File: src/rtl/cpu_timer_if.sv
// -----------------------------------------------------------------------------
// cpu_timer_if
//   CPU system-bus view of the DMG timer/divider block.
//
//   Signals
//     t_cycle       CPU T-cycle index inside the current M-cycle (0..3)
//     bus_addr      CPU mem_addr
//     bus_enable    CPU mem_enable
//     bus_write     CPU mem_write
//     bus_data_in   CPU mem_data_out (write data towards the timer)
//     bus_data_out  read data returned to the top-level bus read mux
//     bus_selected  address decode hit for the timer register window
//
//   Modports
//     master  CPU side: drives cycle index, address, strobes and write data
//     slave   timer side: returns read data and the decode flag
// -----------------------------------------------------------------------------
interface cpu_timer_if;
   logic [1:0]  t_cycle;
   logic [15:0] bus_addr;
   logic        bus_enable;
   logic        bus_write;
   logic [7:0]  bus_data_in;
   logic [7:0]  bus_data_out;
   logic        bus_selected;

   modport master (
      output t_cycle, bus_addr, bus_enable, bus_write, bus_data_in,
      input  bus_data_out, bus_selected
   );

   modport slave (
      input  t_cycle, bus_addr, bus_enable, bus_write, bus_data_in,
      output bus_data_out, bus_selected
   );
endinterface

File: src/rtl/cpu_timer.sv
// -----------------------------------------------------------------------------
// cpu_timer
//   DMG timer/divider: DIV (BASE_ADDR), TIMA (+1), TMA (+2), TAC (+3).
//   A free-running 16-bit divider feeds a selectable tap; each falling edge
//   of the gated tap increments TIMA. A TIMA overflow reads as 00 for four
//   clocks, then TIMA is reloaded from TMA together with a one-clock
//   interrupt pulse, followed by a four-clock reload window.
//
//   Ports
//     clk        system clock (4 MHz)
//     reset      synchronous reset, active high
//     bus        cpu_timer_if.slave: t_cycle, address, strobes, write data
//                in; combinational read data and decode flag out
//     irq_timer  one-clock registered timer interrupt request
// -----------------------------------------------------------------------------
module cpu_timer #(
   parameter logic [15:0] BASE_ADDR = 16'hFF04
) (
   input  logic       clk,
   input  logic       reset,
   cpu_timer_if.slave bus,
   output logic       irq_timer
);

   typedef enum logic [1:0] {
      S_IDLE    = 2'd0,
      S_PENDING = 2'd1,
      S_RELOAD  = 2'd2
   } state_e;

   localparam logic [1:0] OFF_DIV  = 2'd0;
   localparam logic [1:0] OFF_TIMA = 2'd1;
   localparam logic [1:0] OFF_TMA  = 2'd2;
   localparam logic [1:0] OFF_TAC  = 2'd3;

   // Registered state
   logic [15:0] div_q,  div_d;
   logic [7:0]  tima_q, tima_d;
   logic [7:0]  tma_q,  tma_d;
   logic [2:0]  tac_q,  tac_d;
   logic        timer_signal_q;
   state_e      state_q, state_d;
   logic [1:0]  cnt_q,  cnt_d;
   logic        irq_q,  irq_d;

   // Decode and datapath
   logic [15:0] offset;
   logic [1:0]  reg_sel;
   logic        selected;
   logic        commit;
   logic        commit_div, commit_tima, commit_tma, commit_tac;
   logic        tap_bit;
   logic        timer_signal;
   logic        tick;
   logic [7:0]  reload_base;
   logic [7:0]  rd_data;

   // ---------------------------------------------------------------------------
   // Address decode. Subtracting the base lets a single compare on the upper
   // offset bits cover the four-register window.
   // ---------------------------------------------------------------------------
   assign offset   = bus.bus_addr - BASE_ADDR;
   assign reg_sel  = offset[1:0];
   assign selected = bus.bus_enable && (offset[15:2] == 14'd0);

   // Writes take effect only on the last T-cycle edge, so each CPU M-cycle
   // produces exactly one commit.
   assign commit      = selected && bus.bus_write && (bus.t_cycle == 2'd3);
   assign commit_div  = commit && (reg_sel == OFF_DIV);
   assign commit_tima = commit && (reg_sel == OFF_TIMA);
   assign commit_tma  = commit && (reg_sel == OFF_TMA);
   assign commit_tac  = commit && (reg_sel == OFF_TAC);

   // ---------------------------------------------------------------------------
   // Tap selection and falling-edge detect. Falls caused by a DIV reset, a TAC
   // disable or a tap change count as ticks, like any other fall.
   // ---------------------------------------------------------------------------
   always_comb begin
      // NOTE: every signal written in always_comb is given a value on every
      // path (default first), otherwise synthesis infers a latch.
      tap_bit = 1'b0;
      case (tac_q[1:0])
         2'b00:   tap_bit = div_q[9];
         2'b01:   tap_bit = div_q[3];
         2'b10:   tap_bit = div_q[5];
         default: tap_bit = div_q[7];
      endcase
   end

   assign timer_signal = tac_q[2] & tap_bit;
   assign tick         = timer_signal_q & ~timer_signal;

   // ---------------------------------------------------------------------------
   // Read mux. The unused TAC bits read as ones.
   // ---------------------------------------------------------------------------
   always_comb begin
      rd_data = 8'hFF;
      if (selected) begin
         case (reg_sel)
            OFF_DIV:  rd_data = div_q[15:8];
            OFF_TIMA: rd_data = tima_q;
            OFF_TMA:  rd_data = tma_q;
            default:  rd_data = {5'b11111, tac_q};
         endcase
      end
   end

   assign bus.bus_data_out = rd_data;
   assign bus.bus_selected = selected;
   assign irq_timer        = irq_q;

   // ---------------------------------------------------------------------------
   // Next-state logic: register writes, TIMA counting and the overflow FSM.
   // ---------------------------------------------------------------------------
   always_comb begin
      div_d       = commit_div ? 16'h0000 : div_q + 16'd1;
      tima_d      = tima_q;
      tma_d       = commit_tma ? bus.bus_data_in : tma_q;
      tac_d       = commit_tac ? bus.bus_data_in[2:0] : tac_q;
      state_d     = state_q;
      cnt_d       = cnt_q;
      irq_d       = 1'b0;
      reload_base = tima_q;

      case (state_q)
         S_IDLE: begin
            // A TIMA write on the same edge as a tick wins and drops the tick.
            if (commit_tima) begin
               tima_d = bus.bus_data_in;
            end else if (tick) begin
               if (tima_q == 8'hFF) begin
                  tima_d  = 8'h00;
                  state_d = S_PENDING;
                  cnt_d   = 2'd3;
               end else begin
                  tima_d = tima_q + 8'd1;
               end
            end
         end

         S_PENDING: begin
            cnt_d = cnt_q - 2'd1;
            // A TIMA write here cancels the pending reload and interrupt.
            if (commit_tima) begin
               tima_d  = bus.bus_data_in;
               state_d = S_IDLE;
            end else if (cnt_q == 2'd0) begin
               // tma_d so that a TMA write on this very edge is reloaded.
               tima_d  = tma_d;
               irq_d   = 1'b1;
               state_d = S_RELOAD;
               cnt_d   = 2'd3;
            end else if (tick) begin
               tima_d = tima_q + 8'd1;
            end
         end

         S_RELOAD: begin
            cnt_d = cnt_q - 2'd1;
            // TIMA writes are ignored; a TMA write is mirrored into TIMA.
            if (commit_tma) begin
               reload_base = bus.bus_data_in;
            end
            tima_d = reload_base;
            if (cnt_q == 2'd0) begin
               state_d = S_IDLE;
            end
            if (tick) begin
               if (reload_base == 8'hFF) begin
                  tima_d  = 8'h00;
                  state_d = S_PENDING;
                  cnt_d   = 2'd3;
               end else begin
                  tima_d = reload_base + 8'd1;
               end
            end
         end

         default: begin
            state_d = S_IDLE;
         end
      endcase
   end

   // ---------------------------------------------------------------------------
   // State register
   // ---------------------------------------------------------------------------
   always_ff @(posedge clk) begin
      // NOTE: sequential state uses non-blocking assignments so every flop
      // samples pre-edge values regardless of statement order.
      if (reset) begin
         div_q          <= 16'h0000;
         tima_q         <= 8'h00;
         tma_q          <= 8'h00;
         tac_q          <= 3'b000;
         timer_signal_q <= 1'b0;
         state_q        <= S_IDLE;
         cnt_q          <= 2'd0;
         irq_q          <= 1'b0;
      end else begin
         div_q          <= div_d;
         tima_q         <= tima_d;
         tma_q          <= tma_d;
         tac_q          <= tac_d;
         timer_signal_q <= timer_signal;
         state_q        <= state_d;
         cnt_q          <= cnt_d;
         irq_q          <= irq_d;
      end
   end

endmodule

File: src/flat_wrapper.sv
// flat-port wrapper written by rule: the top's interface ports become plain ports
module cpu_timer_flat 
#(
   parameter logic [15:0] BASE_ADDR = 16'hFF04
)
  (clk, reset, irq_timer, bus_t_cycle, bus_bus_addr, bus_bus_enable, bus_bus_write, bus_bus_data_in, bus_bus_data_out, bus_bus_selected);
  cpu_timer_if bus_i ();
  input  logic clk;
  input  logic reset;
  output logic irq_timer;
  input wire logic [$bits(bus_i.t_cycle)-1:0] bus_t_cycle;
  input wire logic [$bits(bus_i.bus_addr)-1:0] bus_bus_addr;
  input wire logic [$bits(bus_i.bus_enable)-1:0] bus_bus_enable;
  input wire logic [$bits(bus_i.bus_write)-1:0] bus_bus_write;
  input wire logic [$bits(bus_i.bus_data_in)-1:0] bus_bus_data_in;
  output wire logic [$bits(bus_i.bus_data_out)-1:0] bus_bus_data_out;
  output wire logic [$bits(bus_i.bus_selected)-1:0] bus_bus_selected;
  assign bus_i.t_cycle = bus_t_cycle;
  assign bus_i.bus_addr = bus_bus_addr;
  assign bus_i.bus_enable = bus_bus_enable;
  assign bus_i.bus_write = bus_bus_write;
  assign bus_i.bus_data_in = bus_bus_data_in;
  assign bus_bus_data_out = bus_i.bus_data_out;
  assign bus_bus_selected = bus_i.bus_selected;
  cpu_timer #(.BASE_ADDR(BASE_ADDR)) u_core (.clk(clk), .reset(reset), .bus(bus_i), .irq_timer(irq_timer));
endmodule
File: config.mk
export PLATFORM = sky130hd
export DESIGN_NAME = cpu_timer_flat
export DESIGN_NICKNAME = d
export VERILOG_FILES = /design/src/rtl/cpu_timer_if.sv /design/src/rtl/cpu_timer.sv /design/src/flat_wrapper.sv
export SDC_FILE = /design/constraint.sdc
export NUM_CORES = 1
export LEC_CHECK = 0
export CORE_UTILIZATION = 30
export DETAILED_ROUTE_END_ITERATION = 6
export PLACE_DENSITY = 0.59
export SETUP_SLACK_MARGIN = 0.05
export SYNTH_ARGS = -nofsm -noshare
export SYNTH_HDL_FRONTEND = slang
export SYNTH_SLANG_ARGS = --single-unit
File: constraint.sdc
create_clock -name clk -period 8.3 [get_ports clk]
set_input_delay 1.245 -clock clk [delete_from_list [all_inputs] [get_ports clk]]
set_output_delay 1.245 -clock clk [all_outputs]
set_load 0.01 [all_outputs]
Word level (Yosys, flattened, before mapping)

Index checks and enable logic that the tools add are counted.
Widths: inputs -> output; s select.

Memories kept: 0
Memory bits (read-only): 0
Logic and storage cells: 84
Bits in writable memories: 0
Flip-flop bits (word level): 41
Output and inout port bits: 10
Latch bits: 0
Bits of input ports: 30

$lt $le $gt $ge: 0
Equal/unequal tests: 16
Shift operators: 0
Mux-type cells: 33
Divide/modulo/power cells: 0
Reductions and logical operators: 18
Multipliers: 0
Bitwise gates (word level): 4
Add/subtract/negate cells: 5

Operators with widths:

| kind                   | count |
|---|---|
| $mux 8                 | 12 |
| $pmux 8 s3             | 2 |
| $mux 2                 | 15 |
| $add 16x1->16 const B  | 1 |
| $add 8x1->8 const B    | 2 |
| $eq 8x8->1 const B     | 2 |
| $sub 16x16->16 const B | 1 |
| $logic_not 14->1       | 1 |
| $pmux 2 s3             | 2 |
| $eq 2x2->1 const B     | 5 |
| $logic_not 2->1        | 4 |
| $reduce_and 4->1       | 2 |
| $logic_and 1x1->1      | 7 |
| $eq 2x1->1 const B     | 3 |
| $ne 3x1->1 const B     | 2 |
| $ne 2x1->1 const B     | 2 |
| $ne 4x1->1 const B     | 1 |
| $pmux 1 s3             | 1 |
| $reduce_and 3->1       | 1 |
| $reduce_bool 3->1      | 1 |
| $reduce_or 3->1        | 1 |
| $and 1x1->1            | 2 |
| $ne 2x2->1 const B     | 1 |
| $not 1->1              | 2 |
| other kinds (3)        | 3 |

Longest topological paths before layout

Gate-level depths: netlist of run 1.

Depth in word-level cells: 12
Gate-level depth with buffers: 13
Mapped depth without buffers: 11

Worst setup path before layout of run 1

OpenSTA, ideal clock, no wires.

Kind: in2reg
From: in bus_bus_addr[3]
To: reg u_core.tima_q[6]
Path slack: 4411 ps
Stages on the path: 12
Arrival: 3751 ps
Library setup time: 138 ps
Required time: 8162 ps
Path buffers: 1
Cells stage by stage: or4b_4 or4_4 nor3_4 buf_6 nand2_1 nand2_1 ha_1 and2_1 nand3_1 xnor2_1 a311oi_1 a2111oi_2

Cells in the longest elaborated chain, start to end: 12
Elaborated cells on any way between the ends: 21
Those cells by class: add/sub (2); eq/ne (3); mux (9); reduce/logical (7)

Ends and longest elaborated chain:

| item                                             | line                               | source |
|---|---|---|
| from (decl)                                      | flat_wrapper.sv:12                 | `input wire logic [$bits(bus_i.bus_addr)-1:0] bus_bus_addr;` |
| $sub 16x16->16 (*)                               | cpu_timer.sv:62                    | `assign offset = bus.bus_addr - BASE_ADDR;` |
| $logic_not 14->1 (*)                             | cpu_timer.sv:64                    | `assign selected = bus.bus_enable && (offset[15:2] == 14'd0);` |
| $logic_and 1x1->1 (*)                            | cpu_timer.sv:64                    |  |
| $logic_and 1x1->1 (*) (2 in a row)               | cpu_timer.sv:68                    | `assign commit = selected && bus.bus_write && (bus.t_cycle == 2'd3);` |
| $logic_and 1x1->1                                | cpu_timer.sv:71                    | `assign commit_tma = commit && (reg_sel == OFF_TMA);` |
| $mux 8                                           | cpu_timer.sv:161                   | `if (commit_tma) begin` |
| $mux 8                                           | cpu_timer.sv:125                   | `case (state_q)` |
| $add 8x1->8 / $eq 8x8->1 (equally long branches) | cpu_timer.sv:174, cpu_timer.sv:169 |  |
| $mux 8                                           | cpu_timer.sv:169                   | `if (reload_base == 8'hFF) begin` |
| $mux 8                                           | cpu_timer.sv:168                   | `if (tick) begin` |
| $pmux 8 s3                                       | cpu_timer.sv:125                   |  |
| to (signal assigned)                             | cpu_timer.sv:202                   | `tima_q <= tima_d;` |
| to (decl)                                        | cpu_timer.sv:38                    | `logic [7:0] tima_q, tima_d;` |

Every way passes the cells marked *; elsewhere a longest branch is shown, timed or not. The select of a mux whose other input is x is not followed.
A chain may end at the register's enable or synchronous reset.

Worst setup path in the final report of run 1

From: in bus_bus_addr[1]
To: reg u_core.tima_q[3]

Cells in the longest elaborated chain, start to end: 12
Elaborated cells on any way between the ends: 23
Those cells by class: add/sub (2); eq/ne (5); mux (9); reduce/logical (7)

Ends and longest elaborated chain:

| item                                             | line |
|---|---|
| $sub 16x16->16 (*)                               | cpu_timer.sv:62 |
| $logic_not 14->1                                 | cpu_timer.sv:64 |
| $logic_and 1x1->1                                | cpu_timer.sv:64 |
| $logic_and 1x1->1 (2 in a row)                   | cpu_timer.sv:68 |
| $logic_and 1x1->1                                | cpu_timer.sv:71 |
| $mux 8                                           | cpu_timer.sv:161 |
| $mux 8                                           | cpu_timer.sv:125 |
| $add 8x1->8 / $eq 8x8->1 (equally long branches) | cpu_timer.sv:174, cpu_timer.sv:169 |
| $mux 8                                           | cpu_timer.sv:169 |
| $mux 8                                           | cpu_timer.sv:168 |
| $pmux 8 s3                                       | cpu_timer.sv:125 |

Marked as above.

==> results.md, run 1 <==
- ANT nets after route: 0
- Final Hold Vio Count: 0
- Row count: 36
- Drt via density: 5.57
- Ys Warns: 0
- Largest net degree at the start of global routing: 28
- Register area share after synthesis: 0.262
- Hold crit path type: flip-flop to flip-flop
- I/O pins: 40
- Slowest-stage cell, CP: clkdlybuf4s50_1
- Primary FF master, synth: dfxtp_1
- First-pass GRT wire length: 15.9 mm
- Crit path largest cell delay: 820 ps
- WS Path Type: input pin to flip-flop
- FMAX: 0.208 GHz
- Max VDD drop: 0.0529 mV
- Most used routing layer: met2
- Tot GR Track Use: 0.184
- Arrival @ worst endpoint: 5020 ps
- Post-Syn Instances: 405
- Hpwl dp: 7.21 mm
- Setup crit start kind: input pin
- Fin crit share: 0.580
- Yosys cell types: 64
- Core area: 0.00995 mm2
- Post_cts resized: 0
- Die W: 104 um
- Top-area cell type share of the netlist area: 0.262
- # H-tree levels: 2
- Critical Path Start: bus_bus_addr[1]
- Total number of vias: 3154
- Yosys top cell by area: dfxtp_1
- Die area: 0.0109 mm2
- Final setup vio count: 0
- Critical path cell sequence: clkdlybuf4s50_1, nand2b_1, nor2_1, nand2_1, mux2_2, ha_1, nand4_1, o21ai_1, nor2_2, a311oi_1, a2111oi_1
- Critical Path RT: 8500 ps
- Critical Path Fanout Max: 13
- Met2 usage: 0.305
- Post-Syn Area: 0.00314 mm2
- Final setup TNS: 0 ps
- Clock Skew: 11.7 ps
- Setup bufs post-CTS: 0
- Fin crit period: 4820 ps
- Clk sink count: 41
- Mapped Nets: 443
- Max Root-Sink Buffers: 2
- Cell leakage power: 1.20 nW
- CTS tree: yes
- Met3 Resource Use GR: 0.0326
- Share of cells above drive strength 1: 0.0878
- Number of global-route vias before repair: 2966
- Routability congestion estimate: 0.914
- Layout area overhead: 17.8%
- Initial Utilization: 0.315
- Outcome: completed
- DRC viols: 0
- Power per cell area: 104 mW/mm2
- Async set or reset register ratio after synthesis: 0
- Slew margin rel.: 0.456
- GR Overflow Total: 0
- Placement Cell Area: 0.00360 mm2
- Hold Buf Count CTS: 0
- Worst-Skew Late Latency: 310 ps
- Drt first-iter violations: 228
- Root buf cell: clkbuf_8
- Worst-Margin Slew: 814 ps
- 1st-pass router iterations: 5
- RSZ-0062 raised after global routing: no
- Initial antenna violation count: 0
- Slew Viols, Final: 0
- WL per Instance: 17.3 um
- Ant diodes: 0
- Synth top area cells: dfxtp_1 26%, nand2_1 5.7%, nor2_1 5.3%, xor2_1 3.6%, xnor2_1 3.3%
- Hold Startpoint: u_core.div_q[0]$_SDFF_PP0_
- Port Buffers: 39
- Reg2reg setup slack: 5310 ps
- Die H: 104 um
- Mean Syn Cell Area: 7.75 um2
- Final WL: 9.77 mm
- Post-route cell area: 0.00370 mm2
- Critical path capture point type: flip-flop
- Fin nets: 470
- R2R Path Start: u_core.cnt_q[0]$_SDFFE_PP0P_
- FF+latch count, synth: 41
- Total CTS buffers: 5
- Worst-path clk slew: 100 ps
- Met1 Use GR: 0.243
- Number of synthesized flops with an enable pin: 0
- Max Cap Viol: 0
-- critical path: cells and delay by family --
kind | cells | cell delay, ps
AO/OA/AOI/OAI | 3 | 670
AND/OR/NAND/NOR | 5 | 1590
multiplexers | 1 | 430
buffers and inverters | 1 | 820
adder cells (fa/ha/maj) | 1 | 250
-- cells in the mapped netlist (all sizes together), types with 11 or more instances --
cell type / number
a21oi: 23
buf: 11
dfxtp: 41
nand2: 48
nand2b: 11
nand3: 20
nor2: 47
nor3: 16
o21ai: 21
xnor2: 12
xor2: 13
-- layout make-up --
class / instances / area [um2]
clock buffers: 5 / 68.8
clock inverters: 3 / 26.3
fillers: 1057 / 6260
inverters: 11 / 41.3
multi-input cells: 332 / 2170
flip-flops and latches: 41 / 821
well taps: 133 / 166
repair buffers: 41 / 405
-- sequential cells by signal, indices dropped and copies added (netlist names) --
name and count:
u_core.tac_q 3, u_core.div_q 16, u_core.state_q 2, u_core.cnt_q 2, u_core.irq_timer 1, u_core.tima_q 8, u_core.tma_q 8, u_core.timer_signal_q 1
-- per-layer routing --
metal,wire [um],share of wire
met1,4310,0.44
met2,4680,0.48
met3,633,0.065
met4,147,0.015
met5,0,0
-- placed cells by master (no fill, tap or decap), drive strengths merged, types with 3 or more instances in the layout --
master         instances
o22ai                  8
o21ai                 21
or3                    8
nor4                   4
inv                   13
nand2b                11
mux2                   5
nand4                  7
clkdlybuf4s50         39
a311oi                 5
a21o                   4
nand2                 48
and3                   7
dfxtp                 41
nor2                  47
ha                     8
or4                    3
nand3                 20
xor2                  13
mux4                   3
clkbuf                 5
a31oi                  4
and2                   3
a21oi                 23
xnor2                 12
mux2i                 10
nor3                  16
a2111oi                7
o211ai                 3
a211oi                 5
-- metrics by stage --
| stage | std cells | util | hold slack, ps | setup WS [ps] | power, mW |
|---|---|---|---|---|---|
| 2_1_floorplan | 405 | - | 430 | 4410 | 0.217 |
| 3_3_place_gp | 558 | 0.362 | 445 | 3300 | 0.238 |
| 3_5_place_dp | 558 | 0.362 | 451 | 3210 | 0.238 |
| 4_1_cts | 566 | 0.371 | 475 | 3530 | 0.385 |
| 5_1_grt | 566 | 0.371 | 489 | 3160 | 0.396 |
| 6_report | 566 | 0.371 | 470 | 3480 | 0.383 |
-- report_power, final --
part / total, mW / internal, mW / switching, mW
Clock: 0.149 / 0.0626 / 0.0865
Sequential: 0.199 / 0.198 / 0.00112
Combinational: 0.0349 / 0.0172 / 0.0177
-- cells by family (layout without fill, tap and decap cells) --
logic type	Yosys count	after routing	synth area share
and+or+nand+nor	186	186	0.305
muxes	18	18	0.0714
buffers and inverters	32	60	0.0494
DFF	41	41	0.262
AOI/OAI and AO/OA	95	95	0.211
adders and majority gates	8	8	0.0319
xor gates and xnor gates	25	25	0.0698
-- final timing paths --
kind / cells after the start / endpoint
max: 11 / u_core.tima_q[3]$_SDFFE_PP0P_
min: 1 / u_core.div_q[0]$_SDFF_PP0_
max reg2reg: 9 / u_core.tima_q[6]$_SDFFE_PP0P_
min reg2reg: 1 / u_core.div_q[0]$_SDFF_PP0_
(Power assumes the default switching activity.)
==> run 2: changes to the inputs <==
--- a/config.mk
+++ b/config.mk
@@ -7,7 +7,7 @@
 export LEC_CHECK = 0
 export CORE_UTILIZATION = 30
 export DETAILED_ROUTE_END_ITERATION = 6
-export PLACE_DENSITY = 0.59
+export PLACE_DENSITY = 0.6
 export SETUP_SLACK_MARGIN = 0.05
 export SYNTH_ARGS = -nofsm -noshare
 export SYNTH_HDL_FRONTEND = slang
==> constraint.sdc (replaced) <==
create_clock -name clk -period 4.4 [get_ports clk]
set_input_delay 0.66 -clock clk [delete_from_list [all_inputs] [get_ports clk]]
set_output_delay 0.66 -clock clk [all_outputs]
set_load 0.01 [all_outputs]
==> run 2 against run 1 <==
Compared with the run above: combinational power up 97%; wire length down 3.2%; core utilization increased by 0.67 points; clock power is 84% higher; sequential power increased by 88%; first-iteration DRC count increased by 1.3%; largest power group unchanged; highest routed layer unchanged.
==> results.md, run 2 (synthesis gave the netlist of run 1 again) <==
- Worst-path clk slew: 100 ps (about the same)
- Max VDD drop: 0.118 mV (+120%)
- Number of global-route vias before repair: 2991 (+0.84%)
- Clk sink count: 41 (unchanged)
- Ant diodes: 0 (unchanged)
- CP most frequent cell: nand2_1
- Die W: 104 um (unchanged)
- Slew Viols, Final: 0 (unchanged)
- Setup bufs post-CTS: 0 (unchanged)
- Critical Path RT: 4580 ps (-3920 ps)
- Buffers & Inverters on Critical Path: 2 (+1)
- Final WL: 9.46 mm (-3.2%)
- Cell family with most CP delay: simple AND/OR/NAND/NOR gates
- WL per Instance: 16.4 um (-4.7%)
- Reg2reg setup slack: 1430 ps (-3880 ps)
- RSZ-0062 raised after global routing: no
- Critical path capture point type: flip-flop
- Cell leakage power: 1.24 nW (+3.3%)
- Biggest register: u_core.div_q
- Final setup vio count: 0 (unchanged)
- Fin crit period: 3720 ps
- Drt first-iter violations: 231 (+1.3%)
- Layout area overhead: 19.9%
- # H-tree levels: 2 (unchanged)
- Die area: 0.0109 mm2 (unchanged)
- Worst-Margin Slew: 970 ps (+156 ps)
- Slew margin rel.: 0.351 (-0.104)
- Commonest non-fill, non-tap cells in the layout: 48 x nand2_1, 44 x nor2_1, 41 x dfxtp_1
- Worst-Skew Late Latency: 310 ps (about the same)
- Core area: 0.00995 mm2 (unchanged)
- Post_cts resized: 0 (unchanged)
- ANT nets after route: 0 (unchanged)
- Critical Path Fanout Max: 11 (-2)
- Tot GR Track Use: 0.180 (-0.00394)
- Area of the multi-input gates: 0.00217 mm2 (unchanged)
- Commonest non-fill, non-tap cell in the layout: nand2_1
- Final Hold Vio Count: 0 (unchanged)
- DRC viols: 0 (unchanged)
- Routability congestion estimate: 0.908 (-0.61%)
- Total CTS buffers: 5 (unchanged)
- Setup crit start kind: input pin
- Fill cells: 1016 (-3.9%)
- Power per cell area: 191 mW/mm2 (+84%)
- Drt via density: 5.43 (-2.5%)
- Largest register FFs: 16 (unchanged)
- Hpwl dp: 7.12 mm (-1.3%)
- Reg area: 821 um2 (unchanged)
- Largest regs: u_core.div_q: 16 flops, u_core.tima_q: 8 flops, u_core.tma_q: 8 flops
- Arrival @ worst endpoint: 3900 ps (-1120 ps)
- Slowest-stage cell, CP: or3b_2
- Initial antenna violation count: 0 (unchanged)
- First-pass GRT wire length: 15.7 mm (-1.1%)
- WS Path Type: input pin to flip-flop
- Max Cap Viol: 0 (unchanged)
- Total Power: 0.718 mW (+87%)
- 1st-pass router iterations: 4 (-1)
- CTS tree: yes
- Outcome: completed
- Row count: 36 (unchanged)
- Total number of vias: 3125 (-0.92%)
- Hold crit path type: flip-flop to flip-flop
- GR Overflow Total: 0 (unchanged)
- Port Buffers: 39 (unchanged)
- Die H: 104 um (unchanged)
- Clock Skew: 10.5 ps (-1.21 ps)
- Critical path cell sequence: clkdlybuf4s50_1, or3b_2, nor4_1, nand2_1, buf_4, nand2_1, nand2_1, ha_1, nand4_1, o21ai_1, nor2_2, a311oi_1, a2111oi_1
- FMAX: 0.269 GHz
- Crit path largest cell delay: 520 ps (-300 ps)
- Root buf cell: clkbuf_8
- Final setup TNS: 0 ps (unchanged)
- Hold Buf Count CTS: 0 (unchanged)
- Fin nets: 479 (+1.9%)
- Fin crit share: 0.845
- Initial Utilization: 0.315 (unchanged)
- I/O pins: 40 (unchanged)
- Largest net degree at the start of global routing: 23 (-18%)
- Max Root-Sink Buffers: 2 (unchanged)
- Share of cells above drive strength 1: 0.106 (+0.0186)
## run 2: where the power goes
part | leakage [nW] | switching [mW] | total [mW] | internal, mW
logic | 0.865 | 0.0342 | 0.0686 | 0.0344
registers | 0.331 | 0.00210 | 0.375 | 0.373
clock network | 0.0447 | 0.159 | 0.274 | 0.115
total | 1.24 | 0.195 | 0.718 | 0.522
## run 2: area by class of cell
| cell class | count | share of cell area |
|---|---|---|
| multi-input combinational | 332 | 0.576 |
| sequential | 41 | 0.218 |
| timing repair buffer | 50 | 0.126 |
| tap | 133 | 0.0442 |
| clock buffer | 5 | 0.0183 |
| inverter | 11 | 0.0110 |
| clock inverter | 3 | 0.00665 |
## run 2: per-layer routing
| layer | vias up | track usage | share of wire |
|---|---|---|---|
| li1 | 1550 | - | - |
| met1 | 1457 | 0.240 | 0.46 |
| met2 | 108 | 0.300 | 0.47 |
| met3 | 10 | 0.0288 | 0.067 |
| met4 | 0 | 0.0459 | 0.010 |
| met5 | - | 0 | 0 |
## run 2: path summary, 6_finish.rpt
path	from	to	depth (start not counted)
max	bus_bus_addr[8]	u_core.tima_q[3]$_SDFFE_PP0P_	13
min reg2reg	u_core.div_q[0]$_SDFF_PP0_	u_core.div_q[0]$_SDFF_PP0_	1
min	u_core.div_q[0]$_SDFF_PP0_	u_core.div_q[0]$_SDFF_PP0_	1
max reg2reg	u_core.cnt_q[0]$_SDFFE_PP0P_	u_core.tima_q[1]$_SDFFE_PP0P_	9
## run 2: stage by stage
stage               setup slack, ps  hold WS [ps]  cell area [um2]  utilization  std cells
floorplan                      1100           430             3140            -        405
global placement                554           447             3670        0.369        567
detailed placement              453           456             3670        0.369        567
CTS                             756           479             3760        0.378        575
global route                    430           516             3760        0.378        575
finish                          681           482             3760        0.378        575
==> run 3: changes to the inputs <==
--- a/config.mk
+++ b/config.mk
@@ -7,7 +7,7 @@
 export LEC_CHECK = 0
 export CORE_UTILIZATION = 30
 export DETAILED_ROUTE_END_ITERATION = 6
-export PLACE_DENSITY = 0.6
+export PLACE_DENSITY = 0.59
 export SETUP_SLACK_MARGIN = 0.05
 export SYNTH_ARGS = -nofsm -noshare
 export SYNTH_HDL_FRONTEND = slang
==> constraint.sdc (replaced) <==
create_clock -name clk -period 3.49 [get_ports clk]
set_input_delay 0.5235 -clock clk [delete_from_list [all_inputs] [get_ports clk]]
set_output_delay 0.5235 -clock clk [all_outputs]
set_load 0.01 [all_outputs]
==> run 3 against run 2 <==
Compared with the run above: total power increased by 27%; clock skew fell by 5.9 ps; register-to-register slack worse by 540 ps; count of clock-buffer cells in the layout unchanged; die area stayed put; critical endpoint is now u_core.tima_q[6]$_SDFFE_PP0P_; final cell count rose by 3.7%; sequential cell count unchanged; first-iteration DRC count is 7.4% lower; clock power increased by 28%.
==> results.md, run 3 (synthesis gave the netlist of run 1 again) <==
- Port Buffers: 39 (unchanged)
- Total Power: 0.912 mW (+27%)
- Max Root-Sink Buffers: 2 (unchanged)
- Biggest register: u_core.div_q
- ANT nets after route: 0 (unchanged)
- Hold Path Depth: 2 (+1)
- Critical path cell sequence: clkdlybuf4s50_1, or3b_2, or4_4, nor3_4, nand2_1, nand2_1, ha_2, and2_1, nand3_1, xnor2_1, a311oi_1, a2111oi_2
- Largest register FFs: 16 (unchanged)
- GR Overflow Total: 0 (unchanged)
- Initial antenna violation count: 0 (unchanged)
- Drt via density: 5.48 (+0.89%)
- R2R depth: 8 (-1)
- Fill cells: 1038 (+2.2%)
- Worst-Skew Late Latency: 310 ps (about the same)
- Slew Viols, Final: 0 (unchanged)
- Max VDD drop: 0.151 mV (+28%)
- Hold EP: u_core.tma_q[5]$_SDFF_PP0_
- Final setup vio count: 0 (unchanged)
- Post-route insts no fill: 596 (+3.7%)
- FMAX: 0.307 GHz
- Initial Utilization: 0.315 (unchanged)
- Post_cts resized: 0 (unchanged)
- Final WL: 9.93 mm (+4.9%)
- R2R Path Start: u_core.tima_q[0]$_SDFFE_PP0P_
- Row count: 36 (unchanged)
- Die W: 104 um (unchanged)
- Reg2reg setup slack: 890 ps (-540 ps)
- Cell leakage power: 1.34 nW (+8.3%)
- Max Cap Viol: 0 (unchanged)
- Layout area overhead: 25.8%
- Placed Cells: 588 (+3.7%)
- Die area: 0.0109 mm2 (unchanged)
- Hold Buf Count CTS: 0 (unchanged)
- Hold Startpoint: u_core.tma_q[5]$_SDFF_PP0_
- Slowest-stage cell, CP: or4_4
- Placement Setup Slack: -145 ps (-598 ps)
- Total number of vias: 3268 (+4.6%)
- # H-tree levels: 2 (unchanged)
- Clock Skew: 4.66 ps (-5.87 ps)
- Worst-Margin Slew: 845 ps (-125 ps)
- WL per Instance: 16.7 um (+1.2%)
- Fin crit period: 3260 ps
- Placement Cell Area: 0.00384 mm2 (+4.6%)
- 1st-pass router iterations: 5 (+1)
- Final setup TNS: 0 ps (unchanged)
- Commonest non-fill, non-tap cells in the layout: 48 x nand2_1, 44 x nor2_1, 41 x dfxtp_1
- Largest regs: u_core.div_q: 16 flops, u_core.tima_q: 8 flops, u_core.tma_q: 8 flops
- Critical Path RT: 3680 ps (-900 ps)
- Core area: 0.00995 mm2 (unchanged)
- Worst Setup Slack, final: 235 ps (-446 ps)
- Post-route cell area: 0.00395 mm2 (+4.9%)
- WS Path Type: input pin to flip-flop
- Outcome: completed
- Arrival @ worst endpoint: 3440 ps (-460 ps)
- Slew margin rel.: 0.436 (+0.0854)
- Commonest non-fill, non-tap cell in the layout: nand2_1
- DRC viols: 0 (unchanged)
- CP most frequent cell: nand2_1
- Drt first-iter violations: 214 (-7.4%)
- Root buf cell: clkbuf_8
- Worst-path clk slew: 100 ps (about the same)
- Critical path capture point type: flip-flop
- CTS tree: yes
- Tot GR Track Use: 0.188 (+0.00780)
- Share of cells above drive strength 1: 0.153 (+0.0470)
- Hold crit path type: flip-flop to flip-flop
- Fin crit share: 0.933
- Buffers & Inverters on Critical Path: 1 (-1)
- Clk sink count: 41 (unchanged)
- Setup crit start kind: input pin
- I/O pins: 40 (unchanged)
- Ant diodes: 0 (unchanged)
- Final Hold Vio Count: 0 (unchanged)
- Routability congestion estimate: 0.913 (+0.54%)
- Die H: 104 um (unchanged)
- Crit path largest cell delay: 550 ps (+30 ps)
- Power per cell area: 231 mW/mm2 (+21%)
- Largest net degree at the start of global routing: 23 (unchanged)
- First-pass GRT wire length: 16.4 mm (+4.4%)
- Setup bufs post-CTS: 0 (unchanged)
- RSZ-0062 raised after global routing: no
- Total CTS buffers: 5 (unchanged)
- Hpwl dp: 7.29 mm (+2.4%)
- Critical Path Fanout Max: 4 (-7)
- Reg2reg end: u_core.state_q[0]$_SDFFE_PP0P_
- Fin nets: 500 (+4.4%)
- Number of global-route vias before repair: 3272 (+9.4%)
- Cell family with most CP delay: simple AND/OR/NAND/NOR gates
run 3: cell count changes in the layout (fill, tap and decap cells not counted), sizes merged:
cell | before | now
buf | 11 | 32
run 3: power breakdown:
group          leakage [nW]  total, mW  internal (mW)  switching (mW)
combinational         0.968     0.0892         0.0451          0.0441
clock                0.0447      0.350          0.145           0.205
sequential            0.331      0.473          0.470         0.00259
run 3: area by class of cell:
type / instances / area (um2) / area share
inverters: 11 / 41.3 / 0.0105
clock buffers: 5 / 68.8 / 0.0174
well taps: 133 / 166 / 0.0422
repair buffers: 71 / 643 / 0.163
flip-flops and latches: 41 / 821 / 0.208
multi-input cells: 332 / 2180 / 0.553
clock inverters: 3 / 25.0 / 0.00634
run 3: how the worst max path moves through the flow:
stage | start | end | slack [ps] | depth (start not counted)
after floorplan | bus_bus_addr[3] | u_core.tima_q[6]$_SDFFE_PP0P_ | 320 | 12
after global placement | bus_bus_addr[3] | u_core.cnt_q[0]$_SDFFE_PP0P_ | -80 | 13
after detailed placement | bus_bus_addr[3] | u_core.state_q[1]$_SDFFE_PP0P_ | -150 | 11
after CTS | bus_bus_addr[3] | u_core.state_q[1]$_SDFFE_PP0P_ | 170 | 11
after global routing | bus_bus_addr[3] | u_core.cnt_q[0]$_SDFFE_PP0P_ | 40 | 13
final | bus_bus_addr[8] | u_core.tima_q[6]$_SDFFE_PP0P_ | 230 | 12
run 3: metal layers:
layer / share of wire / global-route usage / vias up / routed length, um
li1: - / - / 1593 / -
met1: 0.44 / 0.241 / 1510 / 4350
met2: 0.47 / 0.313 / 140 / 4660
met3: 0.066 / 0.0332 / 25 / 660
met4: 0.026 / 0.0694 / 0 / 261
met5: 0 / 0 / - / 0
run 3: worst reg2reg max path: cells and delay by family (launching register included):
kind	cells	cell delay [ps]
adder cells (fa/ha/maj)	1	280
AO/OA/AOI/OAI	3	860
AND/OR/NAND/NOR	4	830
flip-flops	1	520
run 3: metrics by stage:
| stage | utilization | hold slack [ps] |
|---|---|---|
| 5_1_grt | 0.396 | 506 |
| 6_report | 0.396 | 481 |
| 3_5_place_dp | 0.386 | 465 |
| 3_3_place_gp | 0.386 | 445 |
| 4_1_cts | 0.395 | 480 |
| 2_1_floorplan | - | 430 |
